`src/rtl/ps2_pkg.sv`:
```
`default_nettype none
// ============================================================================
// Package : ps2_pkg
// Brief   : Shared PS/2 definitions: FSM state encoding, frame length,
//           command/response byte values and the odd-parity helper.
// Rev     : 1.0  initial release
// ============================================================================
package ps2_pkg;

    localparam int PS2_FRAME_LEN = 11;

    typedef logic [2:0] state_t;

    localparam state_t ST_IDLE      = 3'd0;
    localparam state_t ST_INHIBIT   = 3'd1;
    localparam state_t ST_RTS       = 3'd2;
    localparam state_t ST_XFER      = 3'd3;
    localparam state_t ST_WAIT_IDLE = 3'd4;
    localparam state_t ST_RSP       = 3'd5;
    localparam state_t ST_DONE      = 3'd6;
    localparam state_t ST_FAIL      = 3'd7;

    localparam logic [7:0] PS2_CMD_RESET    = 8'hFF;
    localparam logic [7:0] PS2_CMD_SET_LEDS = 8'hED;
    localparam logic [7:0] PS2_CMD_ENABLE   = 8'hF4;

    localparam logic [7:0] PS2_RSP_ACK    = 8'hFA;
    localparam logic [7:0] PS2_RSP_RESEND = 8'hFE;

    function automatic logic odd_parity(input logic [7:0] data);
        return ~^data;
    endfunction

endpackage
`default_nettype wire

```
`src/rtl/ps2_line_sync.sv`:
```
`default_nettype none
// ============================================================================
// Module : ps2_line_sync
// Brief  : Two-flop synchronizers for PS2_CLK/PS2_DAT plus a falling-edge
//          strobe on the synchronized clock.
// Rev    : 1.0  initial release
// ============================================================================
module ps2_line_sync (
    input  logic clk,
    input  logic rst,
    input  logic i_clk_raw,
    input  logic i_dat_raw,
    output logic o_clk_sync,
    output logic o_dat_sync,
    output logic o_clk_fe
);

    logic [1:0] r_clk_meta;
    logic [1:0] r_dat_meta;
    logic       r_clk_prev;

    // Lines idle high, so reset to 1 to avoid a spurious edge after reset.
    always_ff @(posedge clk or posedge rst) begin
        if (rst) begin
            r_clk_meta <= 2'b11;
            r_dat_meta <= 2'b11;
            r_clk_prev <= 1'b1;
        end else begin
            r_clk_meta <= {r_clk_meta[0], i_clk_raw};
            r_dat_meta <= {r_dat_meta[0], i_dat_raw};
            r_clk_prev <= r_clk_meta[1];
        end
    end

    assign o_clk_sync = r_clk_meta[1];
    assign o_dat_sync = r_dat_meta[1];
    assign o_clk_fe   = r_clk_prev & ~r_clk_meta[1];

endmodule
`default_nettype wire

```
`src/rtl/ps2_host_tx.sv`:
```
`default_nettype none
// ============================================================================
// Module : ps2_host_tx
// Brief  : Host-to-device PS/2 transmitter with open-drain pin control and
//          device-ack check. Define PS2_TX_RESPONSE_EN to also receive the
//          device's response frame before signalling done.
// Rev    : 1.0  initial release
// ============================================================================
module ps2_host_tx
    import ps2_pkg::*;
#(
    parameter int INHIBIT_CYCLES = 5000,
    parameter int RTS_CYCLES     = 50,
    parameter int TIMEOUT_CYCLES = 750000
) (
    input  logic       clock,
    input  logic       reset,
    input  logic [7:0] cmd_data,
    input  logic       cmd_valid,
    output logic       cmd_ready,
    output logic       done,
    output logic       error,
    input  logic       ps2_clk_in,
    input  logic       ps2_dat_in,
    output logic       ps2_clk_oe,
    output logic       ps2_dat_oe,
    output logic [7:0] rsp_data,
    output logic       rsp_valid
);

    localparam int MAX_A   = (INHIBIT_CYCLES > RTS_CYCLES) ? INHIBIT_CYCLES : RTS_CYCLES;
    localparam int MAX_CYC = (MAX_A > TIMEOUT_CYCLES) ? MAX_A : TIMEOUT_CYCLES;
    localparam int CNT_W   = $clog2(MAX_CYC + 1);

    localparam logic [CNT_W-1:0] c_inhibit_last = CNT_W'(INHIBIT_CYCLES - 1);
    localparam logic [CNT_W-1:0] c_rts_last     = CNT_W'(RTS_CYCLES - 1);
    localparam logic [CNT_W-1:0] c_timeout_last = CNT_W'(TIMEOUT_CYCLES - 1);
    localparam logic [CNT_W-1:0] c_cnt_one      = CNT_W'(1);
    localparam logic [3:0]       c_last_bit     = 4'(PS2_FRAME_LEN - 1);

    logic w_clk_sync;
    logic w_dat_sync;
    logic w_clk_fe;
    logic w_timeout;

    state_t           r_state;
    logic [10:0]      r_shift;
    logic [3:0]       r_bit_cnt;
    logic [CNT_W-1:0] r_cnt;
    logic             r_cmd_ready;
    logic             r_done;
    logic             r_error;
    logic             r_clk_oe;
    logic             r_dat_oe;

    ps2_line_sync u_sync (
        .clk        (clock),
        .rst        (reset),
        .i_clk_raw  (ps2_clk_in),
        .i_dat_raw  (ps2_dat_in),
        .o_clk_sync (w_clk_sync),
        .o_dat_sync (w_dat_sync),
        .o_clk_fe   (w_clk_fe)
    );

    assign w_timeout = (r_cnt == c_timeout_last);

`ifdef PS2_TX_RESPONSE_EN
    logic [7:0]  r_rsp_data;
    logic        r_rsp_valid;
    logic [10:0] w_rx_frame;
    logic        w_rx_ok;

    // Frame as it will look once the current bit is shifted in; bit 0 = start.
    assign w_rx_frame = {w_dat_sync, r_shift[10:1]};
    assign w_rx_ok    = ~w_rx_frame[0] & w_rx_frame[10] & (^w_rx_frame[9:1]);
`endif

    always_ff @(posedge clock or posedge reset) begin
        if (reset) begin
            r_state     <= ST_IDLE;
            r_shift     <= '0;
            r_bit_cnt   <= '0;
            r_cnt       <= '0;
            r_cmd_ready <= 1'b1;
            r_done      <= 1'b0;
            r_error     <= 1'b0;
            r_clk_oe    <= 1'b0;
            r_dat_oe    <= 1'b0;
`ifdef PS2_TX_RESPONSE_EN
            r_rsp_data  <= '0;
            r_rsp_valid <= 1'b0;
`endif
        end else begin
            r_done  <= 1'b0;
            r_error <= 1'b0;
`ifdef PS2_TX_RESPONSE_EN
            r_rsp_valid <= 1'b0;
`endif
            case (r_state)
                ST_IDLE: begin
                    if (cmd_valid && r_cmd_ready) begin
                        r_shift     <= {1'b1, odd_parity(cmd_data), cmd_data, 1'b0};
                        r_cnt       <= '0;
                        r_cmd_ready <= 1'b0;
                        r_clk_oe    <= 1'b1;
                        r_state     <= ST_INHIBIT;
                    end
                end

                ST_INHIBIT: begin
                    if (r_cnt == c_inhibit_last) begin
                        r_cnt    <= '0;
                        r_dat_oe <= ~r_shift[0];
                        r_state  <= ST_RTS;
                    end else begin
                        r_cnt <= r_cnt + c_cnt_one;
                    end
                end

                ST_RTS: begin
                    if (r_cnt == c_rts_last) begin
                        r_cnt     <= '0;
                        r_bit_cnt <= '0;
                        r_clk_oe  <= 1'b0;
                        r_state   <= ST_XFER;
                    end else begin
                        r_cnt <= r_cnt + c_cnt_one;
                    end
                end

                // r_shift[1] is always the next bit to present on the line.
                ST_XFER: begin
                    if (w_clk_fe) begin
                        r_cnt <= '0;
                        if (r_bit_cnt == c_last_bit) begin
                            if (!w_dat_sync) begin
                                r_state <= ST_WAIT_IDLE;
                            end else begin
                                r_error  <= 1'b1;
                                r_clk_oe <= 1'b0;
                                r_dat_oe <= 1'b0;
                                r_state  <= ST_FAIL;
                            end
                        end else begin
                            r_shift   <= {1'b1, r_shift[10:1]};
                            r_dat_oe  <= ~r_shift[1];
                            r_bit_cnt <= r_bit_cnt + 4'd1;
                        end
                    end else if (w_timeout) begin
                        r_error  <= 1'b1;
                        r_clk_oe <= 1'b0;
                        r_dat_oe <= 1'b0;
                        r_state  <= ST_FAIL;
                    end else begin
                        r_cnt <= r_cnt + c_cnt_one;
                    end
                end

                ST_WAIT_IDLE: begin
                    if (w_clk_sync && w_dat_sync) begin
`ifdef PS2_TX_RESPONSE_EN
                        r_cnt     <= '0;
                        r_bit_cnt <= '0;
                        r_state   <= ST_RSP;
`else
                        r_done    <= 1'b1;
                        r_state   <= ST_DONE;
`endif
                    end else if (w_clk_fe) begin
                        r_cnt <= '0;
                    end else if (w_timeout) begin
                        r_error  <= 1'b1;
                        r_clk_oe <= 1'b0;
                        r_dat_oe <= 1'b0;
                        r_state  <= ST_FAIL;
                    end else begin
                        r_cnt <= r_cnt + c_cnt_one;
                    end
                end

`ifdef PS2_TX_RESPONSE_EN
                ST_RSP: begin
                    if (w_clk_fe) begin
                        r_cnt   <= '0;
                        r_shift <= w_rx_frame;
                        if (r_bit_cnt == c_last_bit) begin
                            if (w_rx_ok) begin
                                r_rsp_data  <= w_rx_frame[8:1];
                                r_rsp_valid <= 1'b1;
                                r_done      <= 1'b1;
                                r_state     <= ST_DONE;
                            end else begin
                                r_error <= 1'b1;
                                r_state <= ST_FAIL;
                            end
                        end else begin
                            r_bit_cnt <= r_bit_cnt + 4'd1;
                        end
                    end else if (w_timeout) begin
                        r_error <= 1'b1;
                        r_state <= ST_FAIL;
                    end else begin
                        r_cnt <= r_cnt + c_cnt_one;
                    end
                end
`endif

                ST_DONE: begin
                    r_cmd_ready <= 1'b1;
                    r_state     <= ST_IDLE;
                end

                ST_FAIL: begin
                    r_clk_oe    <= 1'b0;
                    r_dat_oe    <= 1'b0;
                    r_cmd_ready <= 1'b1;
                    r_state     <= ST_IDLE;
                end

                default: begin
                    r_clk_oe    <= 1'b0;
                    r_dat_oe    <= 1'b0;
                    r_cmd_ready <= 1'b1;
                    r_state     <= ST_IDLE;
                end
            endcase
        end
    end

    assign cmd_ready  = r_cmd_ready;
    assign done       = r_done;
    assign error      = r_error;
    assign ps2_clk_oe = r_clk_oe;
    assign ps2_dat_oe = r_dat_oe;

`ifdef PS2_TX_RESPONSE_EN
    assign rsp_data  = r_rsp_data;
    assign rsp_valid = r_rsp_valid;
`else
    assign rsp_data  = 8'h00;
    assign rsp_valid = 1'b0;
`endif

endmodule
`default_nettype wire

```
`config.mk`:
```
export PLATFORM = sky130hd
export DESIGN_NAME = ps2_host_tx
export DESIGN_NICKNAME = d
export VERILOG_FILES = /design/src/rtl/ps2_pkg.sv /design/src/rtl/ps2_line_sync.sv /design/src/rtl/ps2_host_tx.sv
export SDC_FILE = /design/constraint.sdc
export NUM_CORES = 1
export LEC_CHECK = 0
export ABC_AREA = 1
export ABC_CLOCK_PERIOD_IN_PS = 2009
export CORE_MARGIN = 2
export CORE_UTILIZATION = 40
export CTS_CLUSTER_SIZE = 30
export DETAILED_ROUTE_END_ITERATION = 12
export DONT_BUFFER_PORTS = 1
export PLACE_DENSITY_LB_ADDON = 0.05
export RECOVER_POWER = 100
export SLEW_MARGIN = 20
export SYNTH_ARGS = -nofsm -noshare
export SYNTH_HDL_FRONTEND = slang
export SYNTH_SLANG_ARGS = --single-unit
```
`constraint.sdc`:
```
create_clock -name clock -period 2.01 [get_ports clock]
set_input_delay 0.402 -clock clock [delete_from_list [all_inputs] [get_ports clock]]
set_output_delay 0.402 -clock clock [all_outputs]
set_load 0.03 [all_outputs]
```
==> results.py, run 1 <==
metrics = {
    "outcome": {
        "status": "finished, final reports clean",
    },
    "job": {
        "maxCapViolCount": 0,
    },
    "placement": {
        "placed_cells": 568,
        "placedInstanceArea_mm2": 0.00345,
        "place.gp.congestion": 0.920,
        "dpl.hpwl_um": 6170,
        "port_buffers": 0,
    },
    "route": {
        "vias": 2903,
        "drc": 0,
        "wl_per_cell_um": 14.0,
        "wl_um": 8050,
        "avgViaCountPerCell": 5.04,
        "final_antenna_net_count": 0,
        "drt_iter0_drc": 137,
        "dr.pass1.iters": 4,
    },
    "timing": {
        "finalSetupViolCount": 0,
        "finalClockSkew_ns": 0.00980,
        "finalSetupTns_ns": 0,
        "worstMarginPinSlew_ns": 1.21,
        "whs_ns": 0.0846,
        "hold_viol_final": 0,
        "max_freq_mhz": 556,
        "slew-limit-headroom": 0.197,
        "rsz0062_at_grt": "no",
        "finalCritPeriodShare": 0.895,
        "fin_crit_ns": 1.80,
        "finalMaxSlewViolations": 0,
    },
    "floorplan": {
        "initial_core_util": 0.407,
        "fp.coreArea_mm2": 0.00809,
        "rows": 33,
        "die_h_um": 94.8,
        "die_x_um": 94.8,
        "dieArea_mm2": 0.00898,
        "io_pins": 27,
    },
    "worst_setup_path": {
        "r2r_slack_ns": 0.21,
        "cp.arrival_ns": 2.00,
        "required_ns": 2.21,
        "rr_endpoint": "r_cnt[10]$_DFFE_PP0P_",
        "start_kind": "register",
        "critPathKind": "reg2reg",
        "r2r_start": "r_cnt[0]$_DFFE_PP0P_",
        "ff2ff_path_depth": 11,
        "worst_setup_path_end_kind": "register",
        "path_max_fanout": 24,
    },
    "layout": {
        "num_antenna_cells": 0,
        "fillers": 883,
        "final_nets": 487,
        "fin_util": 0.436,
        "synthToLayoutAreaGrowth_pct": 7.06,
        "drive_gt1_frac": 0.119,
        "stdcell_count": 576,
        "final_area_mm2": 0.00353,
        "mostFrequentLayoutCell": "nand2_1",
        "layout_common_cells": "nand2_1 (107), nand3_1 (61), inv_1 (52)",
    },
    "logic_synthesis": {
        "synth_seq_cells": 48,
        "syn_area_mm2": 0.00329,
        "synth.area.top_cells": "dfrtp_1 (32%), nand2_1 (12%), nand3_1 (9.3%), inv_1 (5.8%), nor2_1 (5.8%)",
        "ys_async_sr_fraction": 1.00,
        "synthAdderAreaFrac": 0.0152,
        "synth_mux_area_frac": 0,
        "yosysSeqAreaShare": 0.367,
        "ys_warn_count": 0,
        "synth_area_per_cell_um2": 7.18,
        "synth_compound_area_frac": 0.106,
        "yosys.area_share.xor_xnor": 0.0479,
        "synth_flop_cell": "dfrtp_1",
        "synth_cell_types": 36,
        "yosys.area_share.simple": 0.354,
        "synth_area_leader_cell": "dfrtp_1",
        "synth_edf_count": 0,
        "yosysTopAreaCellShare": 0.319,
        "synth_top_family_by_area": "simple AND/OR/NAND/NOR gates",
        "postSynthCellCount": 459,
    },
    "min_path": {
        "min_path_cells": 0,
        "hp-class": "in2reg",
        "hold_start": "ps2_dat_in",
        "whs_endpoint": "u_sync.r_dat_meta[0]$_DFF_PP1_",
    },
    "clock_tree": {
        "numCtsBuffers": 5,
        "cts_root_buf": "clkbuf_8",
        "clk_pin_slew_ns": 0.10,
        "cts.path.max_buffers": 2,
        "clock_latency_ns": 0.31,
        "cts_sinks": 48,
        "cts_tree": "yes",
        "holdBufCountCts": 0,
        "cts_setup_buffers": 0,
        "ctsResizeCount": 0,
        "ctsHtreeMaxLevel": 2,
    },
    "grt": {
        "grt_max_degree": 49,
        "grtUsageTotal": 0.197,
        "grt_pass1_wl_um": 13900,
        "grt_overflow": 0,
        "grt_pass1_vias": 2863,
        "antenna_found_initial": 0,
    },
    "pwr": {
        "powerDensity_mw_per_mm2": 1050,
        "leakage_nw": 1.61,
        "peakVddDrop_mv": 0.610,
    },
}
-- where the power goes --
part | internal [mW] | leakage [nW] | switching [mW]
Sequential | 1.17 | 0.615 | 0.173
Combinational | 0.519 | 0.942 | 1.22
Clock | 0.250 | 0.0485 | 0.359
Total | 1.94 | 1.61 | 1.75
-- synthesized netlist by cell type (3+ instances only) --
master,instances
a21oi_1,8
buf_2,3
buf_4,11
dfrtp_1,42
dfstp_2,6
ha_1,4
inv_1,51
inv_2,9
nand2_1,107
nand2_2,3
nand3_1,61
nand3b_1,3
nand4_1,9
nor2_1,51
nor2_2,4
nor3_1,5
o211ai_1,9
o21ai_0,17
o21ai_1,12
o31ai_1,4
xnor2_1,6
xor2_1,12
-- per-stage QoR --
step                power [mW]  setup slack (ns)
floorplan                 2.76             0.385
global route              4.07            0.0135
finish                    3.69             0.211
CTS                       3.76            0.0906
detailed placement        3.13             0.117
global placement          3.12             0.152
-- cell families (layout without fill, tap and decap cells) --
logic type      after synthesis  count (layout)
simple gates                252             252
compound gates               57              57
buf+inv                      79              83
flops                        48              48
other cells                   1               9
xor+xnor                     18              18
fa+ha+maj                     4               4
-- final cells by class --
class | count | area, µm² | area share
Timing Repair Buffer | 14 | 98.8 | 0.0280
Sequential cell | 48 | 1210 | 0.343
Multi-Input combinational cell | 340 | 1760 | 0.499
Clock inverter | 3 | 22.5 | 0.00639
Inverter | 61 | 234 | 0.0663
Tap cell | 105 | 131 | 0.0372
Clock buffer | 5 | 68.8 | 0.0195
-- sequential cells by signal, indices dropped and copies added (netlist names) --
register and cells:
r_cnt 20, r_shift 11, r_bit_cnt 4, r_state 3
u_sync.r_clk_meta 2, u_sync.r_dat_meta 2, cmd_ready 1, done 1
error 1, ps2_clk_oe 1, ps2_dat_oe 1, u_sync.r_clk_prev 1
-- layer usage --
metal / up-vias / part of all wire / GRT usage
li1: 1496 / - / -
met1: 1348 / 0.46 / 0.250
met2: 50 / 0.50 / 0.350
met3: 9 / 0.032 / 0.0295
met4: 0 / 0.012 / 0.0519
met5: - / 0 / 0
-- critical path: stages (launching register included) --
cell and delay (ns):
dfrtp_2 0.45, ha_1 0.24, nand2_1 0.12, inv_1 0.06, nand2_1 0.09, nor2_2 0.06, nand3_4 0.09, nand2_4 0.11
inv_6 0.17, nand3_2 0.13, inv_2 0.11, nor2_1 0.05
-- how the worst max path moves through the flow --
stage | startpoint | end | slack, ns | depth (start not counted)
5_1_grt | r_state[2]$_DFFE_PP0P_ | r_shift[4]$_DFFE_PP0P_ | 0.01 | 9
3_5_place_dp | r_state[1]$_DFFE_PP0P_ | r_cnt[10]$_DFFE_PP0P_ | 0.12 | 8
3_3_place_gp | r_state[1]$_DFFE_PP0P_ | r_cnt[10]$_DFFE_PP0P_ | 0.15 | 8
2_1_floorplan | u_sync.r_clk_prev$_DFF_PP1_ | r_state[0]$_DFFE_PP0P_ | 0.39 | 8
6_report | r_cnt[0]$_DFFE_PP0P_ | r_cnt[10]$_DFFE_PP0P_ | 0.21 | 11
4_1_cts | r_state[1]$_DFFE_PP0P_ | r_cnt[10]$_DFFE_PP0P_ | 0.09 | 8
No activity file was read; power rests on OpenSTA's default activity.
==> run 2, diff against run 1 <==
--- a/config.mk
+++ b/config.mk
@@ -9,9 +9,10 @@
 export ABC_CLOCK_PERIOD_IN_PS = 2009
 export CORE_MARGIN = 2
 export CORE_UTILIZATION = 40
-export CTS_CLUSTER_SIZE = 30
+export CTS_CLUSTER_SIZE = 28
 export DETAILED_ROUTE_END_ITERATION = 12
 export DONT_BUFFER_PORTS = 1
+export GPL_ROUTABILITY_DRIVEN = 0
 export PLACE_DENSITY_LB_ADDON = 0.05
 export RECOVER_POWER = 100
 export SLEW_MARGIN = 20
==> run 2 against run 1 <==
  * First-iteration DRC count rose by 2.9%
  * Sequential share of layout area down 0.30 points
  * Clock skew down 0.0028 ns
  * Critical path type unchanged
  * Global-route usage up 0.98 points
==> results.py, run 2 (synthesis results as in run 1) <==
metrics = {
    "outcome": {
        "status": "finished, final reports clean",
    },
    "clock_tree": {
        "clock_latency_ns": 0.31,
        "cts_sinks": 48,
        "cts_root_buf": "clkbuf_8",
        "numCtsBuffers": 5,
        "cts.path.max_buffers": 2,
        "clk_pin_slew_ns": 0.09,
        "cts_tree": "yes",
        "ctsHtreeMaxLevel": 2,
    },
    "pwr": {
        "powerDensity_mw_per_mm2": 1060,
        "peakVddDrop_mv": 0.649,
        "leakage_nw": 1.62,
    },
    "timing": {
        "worstMarginPinSlew_ns": 0.783,
        "finalSetupTns_ns": 0,
        "max_freq_mhz": 542,
        "slew-limit-headroom": 0.478,
        "hold_viol_final": 0,
        "finalClockSkew_ns": 0.00703,
        "fin_crit_ns": 1.85,
        "finalSetupViolCount": 0,
        "finalMaxSlewViolations": 0,
        "finalCritPeriodShare": 0.918,
        "rsz0062_at_grt": "no",
    },
    "floorplan": {
        "initial_core_util": 0.407,
        "die_x_um": 94.8,
        "fp.coreArea_mm2": 0.00809,
        "rows": 33,
        "die_h_um": 94.8,
        "dieArea_mm2": 0.00898,
        "io_pins": 27,
    },
    "route": {
        "dr.pass1.iters": 4,
        "drc": 0,
        "wl_per_cell_um": 14.4,
        "final_antenna_net_count": 0,
        "drt_iter0_drc": 141,
        "vias": 2931,
        "avgViaCountPerCell": 5.07,
        "wl_um": 8330,
    },
    "layout": {
        "num_antenna_cells": 0,
        "final_nets": 489,
        "drive_gt1_frac": 0.116,
        "stdcell_count": 578,
        "reg_top3": "r_cnt x20, r_shift x11, r_bit_cnt x4",
        "mostFrequentLayoutCell": "nand2_1",
        "regMostFlops": "r_cnt",
        "synthToLayoutAreaGrowth_pct": 8.01,
        "largest_reg_flops": 20,
        "final_area_mm2": 0.00356,
        "layout_common_cells": "nand2_1 (107), nand3_1 (61), inv_1 (51), nor2_1 (51), dfrtp_1 (41)",
    },
    "placement": {
        "dpl.hpwl_um": 6470,
        "placed_cells": 569,
        "placedInstanceArea_mm2": 0.00345,
        "port_buffers": 0,
    },
    "job": {
        "maxCapViolCount": 0,
    },
    "worst_setup_path": {
        "start_kind": "register",
        "critPathKind": "reg2reg",
        "path_max_fanout": 24,
        "required_ns": 2.25,
        "cp.arrival_ns": 2.09,
        "worst_setup_path_end_kind": "register",
    },
    "grt": {
        "grt_pass1_vias": 2983,
        "grt_max_degree": 31,
        "grt_pass1_wl_um": 14400,
        "grt_overflow": 0,
        "grtUsageTotal": 0.207,
        "antenna_found_initial": 0,
    },
    "min_path": {
        "hp-class": "in2reg",
    },
}
-- run 2: changes by cell type in the layout (fill, tap and decap cells not counted), moves of 2 or more --
| cell | before | now |
|---|---|---|
| nor2_1 | 49 | 51 |
| nor2_2 | 6 | 4 |
| o21ai_0 | 17 | 23 |
| o21ai_1 | 12 | 6 |
-- run 2: repair_timing --
action                     CTS  global route
hold endpoints to repair     7             0
hold buffers                 1             0
buffers inserted             0             0
resized for setup            0             6
setup endpoints to repair    0            14
-- run 2: path summary, 6_finish.rpt --
path / slack (ns) / from / depth (start not counted) / to
worst max-delay path: 0.16 / r_cnt[10]$_DFFE_PP0P_ / 10 / r_cnt[12]$_DFFE_PP0P_
worst min-delay path: 0.09 / ps2_dat_in / 0 / u_sync.r_dat_meta[0]$_DFF_PP1_
worst max register to register: 0.16 / r_cnt[10]$_DFFE_PP0P_ / 10 / r_cnt[12]$_DFFE_PP0P_
worst min register to register: 0.36 / u_sync.r_dat_meta[0]$_DFF_PP1_ / 0 / u_sync.r_dat_meta[1]$_DFF_PP1_
max in group asynchronous: 0.33 / reset / 3 / u_sync.r_clk_meta[0]$_DFF_PP1_
min in group asynchronous: 0.67 / reset / 2 / r_cnt[14]$_DFFE_PP0P_
-- run 2: power breakdown --
| group | leakage [nW] | internal, mW | switching (mW) | total (mW) |
|---|---|---|---|---|
| Combinational | 0.948 | 0.513 | 1.22 | 1.73 |
| Sequential | 0.615 | 1.17 | 0.175 | 1.35 |
| Clock | 0.0552 | 0.370 | 0.339 | 0.709 |
| Total | 1.62 | 2.05 | 1.73 | 3.78 |
-- run 2: layout make-up --
type                    count  area [µm²]
multi-input cells         340        1760
clock inverters             2        35.0
inverters                  61         234
fillers                   922        4530
clock buffers               6        72.6
repair buffers             16         119
well taps                 105         131
flip-flops and latches     48        1210
-- run 2: metrics by stage --
step	utilization	power, mW	setup WS, ns	hold slack [ns]
4_1_cts	0.441	3.87	0.106	0.0754
3_5_place_dp	0.427	3.14	0.126	0.332
6_report	0.440	3.78	0.164	0.0865
2_1_floorplan	-	2.76	0.385	0.345
3_3_place_gp	0.427	3.12	0.140	0.326
5_1_grt	0.440	4.14	0.00400	0.0674
-- run 2: routing by layer --
metal | track usage | up-vias | share of wire
li1 | - | 1493 | -
met5 | 0 | - | 0
met2 | 0.353 | 64 | 0.49
met1 | 0.273 | 1363 | 0.46
met4 | 0.0592 | 0 | 0.015
met3 | 0.0295 | 11 | 0.035
-- run 2: critical path, cell delays in order (launching register included) --
cell     delay (ns)
dfrtp_1        0.39
nor2_1         0.26
buf_4          0.17
nand3_1        0.07
nor2_1         0.19
nand3_4        0.15
nand2_4        0.15
inv_6          0.10
nand3_2        0.11
inv_2          0.06
nor2_1         0.11
==> run 3, diff against run 2 <==
--- a/config.mk
+++ b/config.mk
@@ -6,8 +6,8 @@
 export NUM_CORES = 1
 export LEC_CHECK = 0
 export ABC_AREA = 1
-export ABC_CLOCK_PERIOD_IN_PS = 2009
-export CORE_MARGIN = 2
+export ABC_CLOCK_PERIOD_IN_PS = 2100
+export CAP_MARGIN = 20
 export CORE_UTILIZATION = 40
 export CTS_CLUSTER_SIZE = 28
 export DETAILED_ROUTE_END_ITERATION = 12
==> constraint.sdc (replaced) <==
create_clock -name clock -period 2.1 [get_ports clock]
set_input_delay 0.42 -clock clock [delete_from_list [all_inputs] [get_ports clock]]
set_output_delay 0.42 -clock clock [all_outputs]
set_load 0.03 [all_outputs]
==> run 3 against run 2 <==
  * Die area shrank 4.2%
  * Sequential share of layout area grew 0.36 points
  * Critical path depth down 2
  * Routed wire length grew 0.28%
  * Fmax decreased by 2.1%
  * Worst setup slack improved by 0.050 ns
  * Utilization grew 0.85 points
  * Via count is 0.92% higher
  * Largest cell class unchanged
==> results.py, run 3 (synthesis results as in run 1) <==
metrics = {
    "timing": {
        "finalMaxSlewViolations": 0,
        "worstMarginPinSlew_ns": 0.871,
        "worst_slack_ns": 0.214,
        "whs_ns": 0.108,
        "finalClockSkew_ns": 0.00923,
        "max_freq_mhz": 530,
        "slew-limit-headroom": 0.419,
        "finalSetupTns_ns": 0,
        "finalCritPeriodShare": 0.898,
        "fin_crit_ns": 1.89,
        "hold_viol_final": 0,
        "rsz0062_at_grt": "no",
        "finalSetupViolCount": 0,
    },
    "worst_setup_path": {
        "cp.arrival_ns": 2.09,
        "crit_buf_inv": 2,
        "start_kind": "register",
        "crit_family": "simple AND/OR/NAND/NOR gates",
        "required_ns": 2.31,
        "critPathKind": "reg2reg",
        "rr_endpoint": "r_cnt[9]$_DFFE_PP0P_",
        "critPathSlowestCell": "dfrtp_1",
        "path_cells": "o21ai_0, nand2_2, nor2_8, nand2_4, inv_4, nand3_2, inv_2, nor2_1",
        "worst_setup_path_end_kind": "register",
        "ff2ff_path_depth": 8,
        "path_max_fanout": 24,
        "r2r_slack_ns": 0.21,
        "cpPeakStageDelay_ns": 0.47,
        "r2r_start": "r_state[1]$_DFFE_PP0P_",
    },
    "clock_tree": {
        "clock_latency_ns": 0.30,
        "cts.path.max_buffers": 2,
        "cts_root_buf": "clkbuf_8",
        "cts_sinks": 48,
        "ctsHtreeMaxLevel": 2,
        "clk_pin_slew_ns": 0.09,
        "numCtsBuffers": 5,
        "cts_tree": "yes",
        "cts_setup_buffers": 0,
    },
    "grt": {
        "grt_pass1_wl_um": 14400,
        "antenna_found_initial": 0,
        "grt_pass1_vias": 2983,
        "grtUsageTotal": 0.214,
        "grt_max_degree": 28,
        "grt_overflow": 0,
    },
    "pwr": {
        "leakage_nw": 1.60,
        "swShare": 0.462,
        "cellInternalPower_mw": 1.95,
        "clkPwrFrac": 0.189,
        "peakVddDrop_mv": 0.587,
        "seq_power_share": 0.362,
        "power.switching_mw": 1.67,
        "powerDensity_mw_per_mm2": 1030,
        "combPwrFrac": 0.449,
    },
    "layout": {
        "drive_gt1_frac": 0.109,
        "layout_common_cells": "nand2_1 (107), nand3_1 (61), nor2_1 (52)",
        "synthToLayoutAreaGrowth_pct": 6.76,
        "final_area_mm2": 0.00352,
        "regMostFlops": "r_cnt",
        "reg_top3": "r_cnt x20, r_shift x11, r_bit_cnt x4",
        "num_antenna_cells": 0,
        "mostFrequentLayoutCell": "nand2_1",
        "final_nets": 485,
        "largest_reg_flops": 20,
    },
    "job": {
        "maxCapViolCount": 0,
    },
    "route": {
        "final_antenna_net_count": 0,
        "drc": 0,
        "wl_um": 8360,
        "vias": 2958,
        "avgViaCountPerCell": 5.18,
        "wl_per_cell_um": 14.6,
        "drt_iter0_drc": 146,
        "dr.pass1.iters": 4,
    },
    "placement": {
        "port_buffers": 0,
        "dp_slack_ns": 0.223,
        "dpl.hpwl_um": 6370,
        "placedInstanceArea_mm2": 0.00343,
    },
    "min_path": {
        "hold_start": "ps2_dat_in",
        "hp-class": "in2reg",
        "min_path_cells": 0,
        "whs_endpoint": "u_sync.r_dat_meta[0]$_DFF_PP1_",
    },
    "floorplan": {
        "dieArea_mm2": 0.00860,
        "rows": 32,
        "die_x_um": 92.8,
        "die_h_um": 92.8,
        "io_pins": 27,
        "initial_core_util": 0.420,
        "fp.coreArea_mm2": 0.00785,
    },
    "outcome": {
        "status": "finished, final reports clean",
    },
}
## run 3: cell types whose count changed in the layout (fill, tap and decap cells not counted)
cell           change
buf_4              -2
clkbuf_1           -1
clkbuf_2           +1
clkbuf_4           -1
dfrtp_1            +1
dfrtp_2            -1
dlygate4sd3_1      -1
inv_4              +1
inv_6              -1
nor2_1             +1
nor2_2             -1
o21ai_0            +2
o21ai_1            -2
## run 3: worst register-to-register path, cell delays in order, from the launching register on
cell and delay [ns]:
dfrtp_1 0.47, o21ai_0 0.34, nand2_2 0.16, nor2_8 0.16, nand2_4 0.10, inv_4 0.22, nand3_2 0.16, inv_2 0.12
nor2_1 0.06
## run 3: stage by stage
stage / instances / utilization / power, mW
after global placement: 563 / 0.437 / 2.96
after floorplan: 467 / - / 2.64
final: 571 / 0.448 / 3.61
after detailed placement: 563 / 0.437 / 2.98
after global routing: 571 / 0.448 / 3.93
after CTS: 571 / 0.450 / 3.68
## run 3: worst max-delay path by stage
| stage | from | endpoint | slack (ns) | cells past startpoint |
|---|---|---|---|---|
| floorplan | u_sync.r_clk_prev$_DFF_PP1_ | r_state[0]$_DFFE_PP0P_ | 0.48 | 8 |
| global placement | r_cnt[0]$_DFFE_PP0P_ | error$_DFF_PP0_ | 0.24 | 9 |
| detailed placement | cmd_ready$_DFFE_PP1P_ | r_cnt[9]$_DFFE_PP0P_ | 0.22 | 9 |
| CTS | cmd_ready$_DFFE_PP1P_ | r_cnt[9]$_DFFE_PP0P_ | 0.20 | 9 |
| global route | r_bit_cnt[0]$_DFFE_PP0P_ | r_shift[1]$_DFFE_PP0P_ | 0.03 | 9 |
| finish | r_state[1]$_DFFE_PP0P_ | r_cnt[9]$_DFFE_PP0P_ | 0.21 | 8 |
## run 3: what timing repair did
item,in CTS,in global routing
hold buffers,0,0
setup endpoints to repair,0,3
gates resized for setup,0,2
## run 3: power by group through the flow
stage               clock [mW]  sequential, mW  combinational (mW)
finish                   0.684            1.31                1.62
CTS                      0.709            1.31                1.66
detailed placement           0            1.33                1.65
global placement             0            1.32                1.64
floorplan                    0            1.30                1.34
global route             0.730            1.33                1.87
## run 3: cell type report
cell class                 count  area [µm²]
timing repair buffer          12        87.6
sequential                    48        1210
clock buffer                   6        72.6
fill                         860        4330
tap                          102         128
multi-input combinational    340        1750
clock inverter                 2        35.0
inverter                      61         231
## run 3: per-layer routing
metal	vias up	track usage	wire [µm]
li1	1494	-	-
met1	1370	0.275	3860
met2	75	0.362	3940
met3	19	0.0353	354
met4	0	0.0808	200
met5	-	0	0
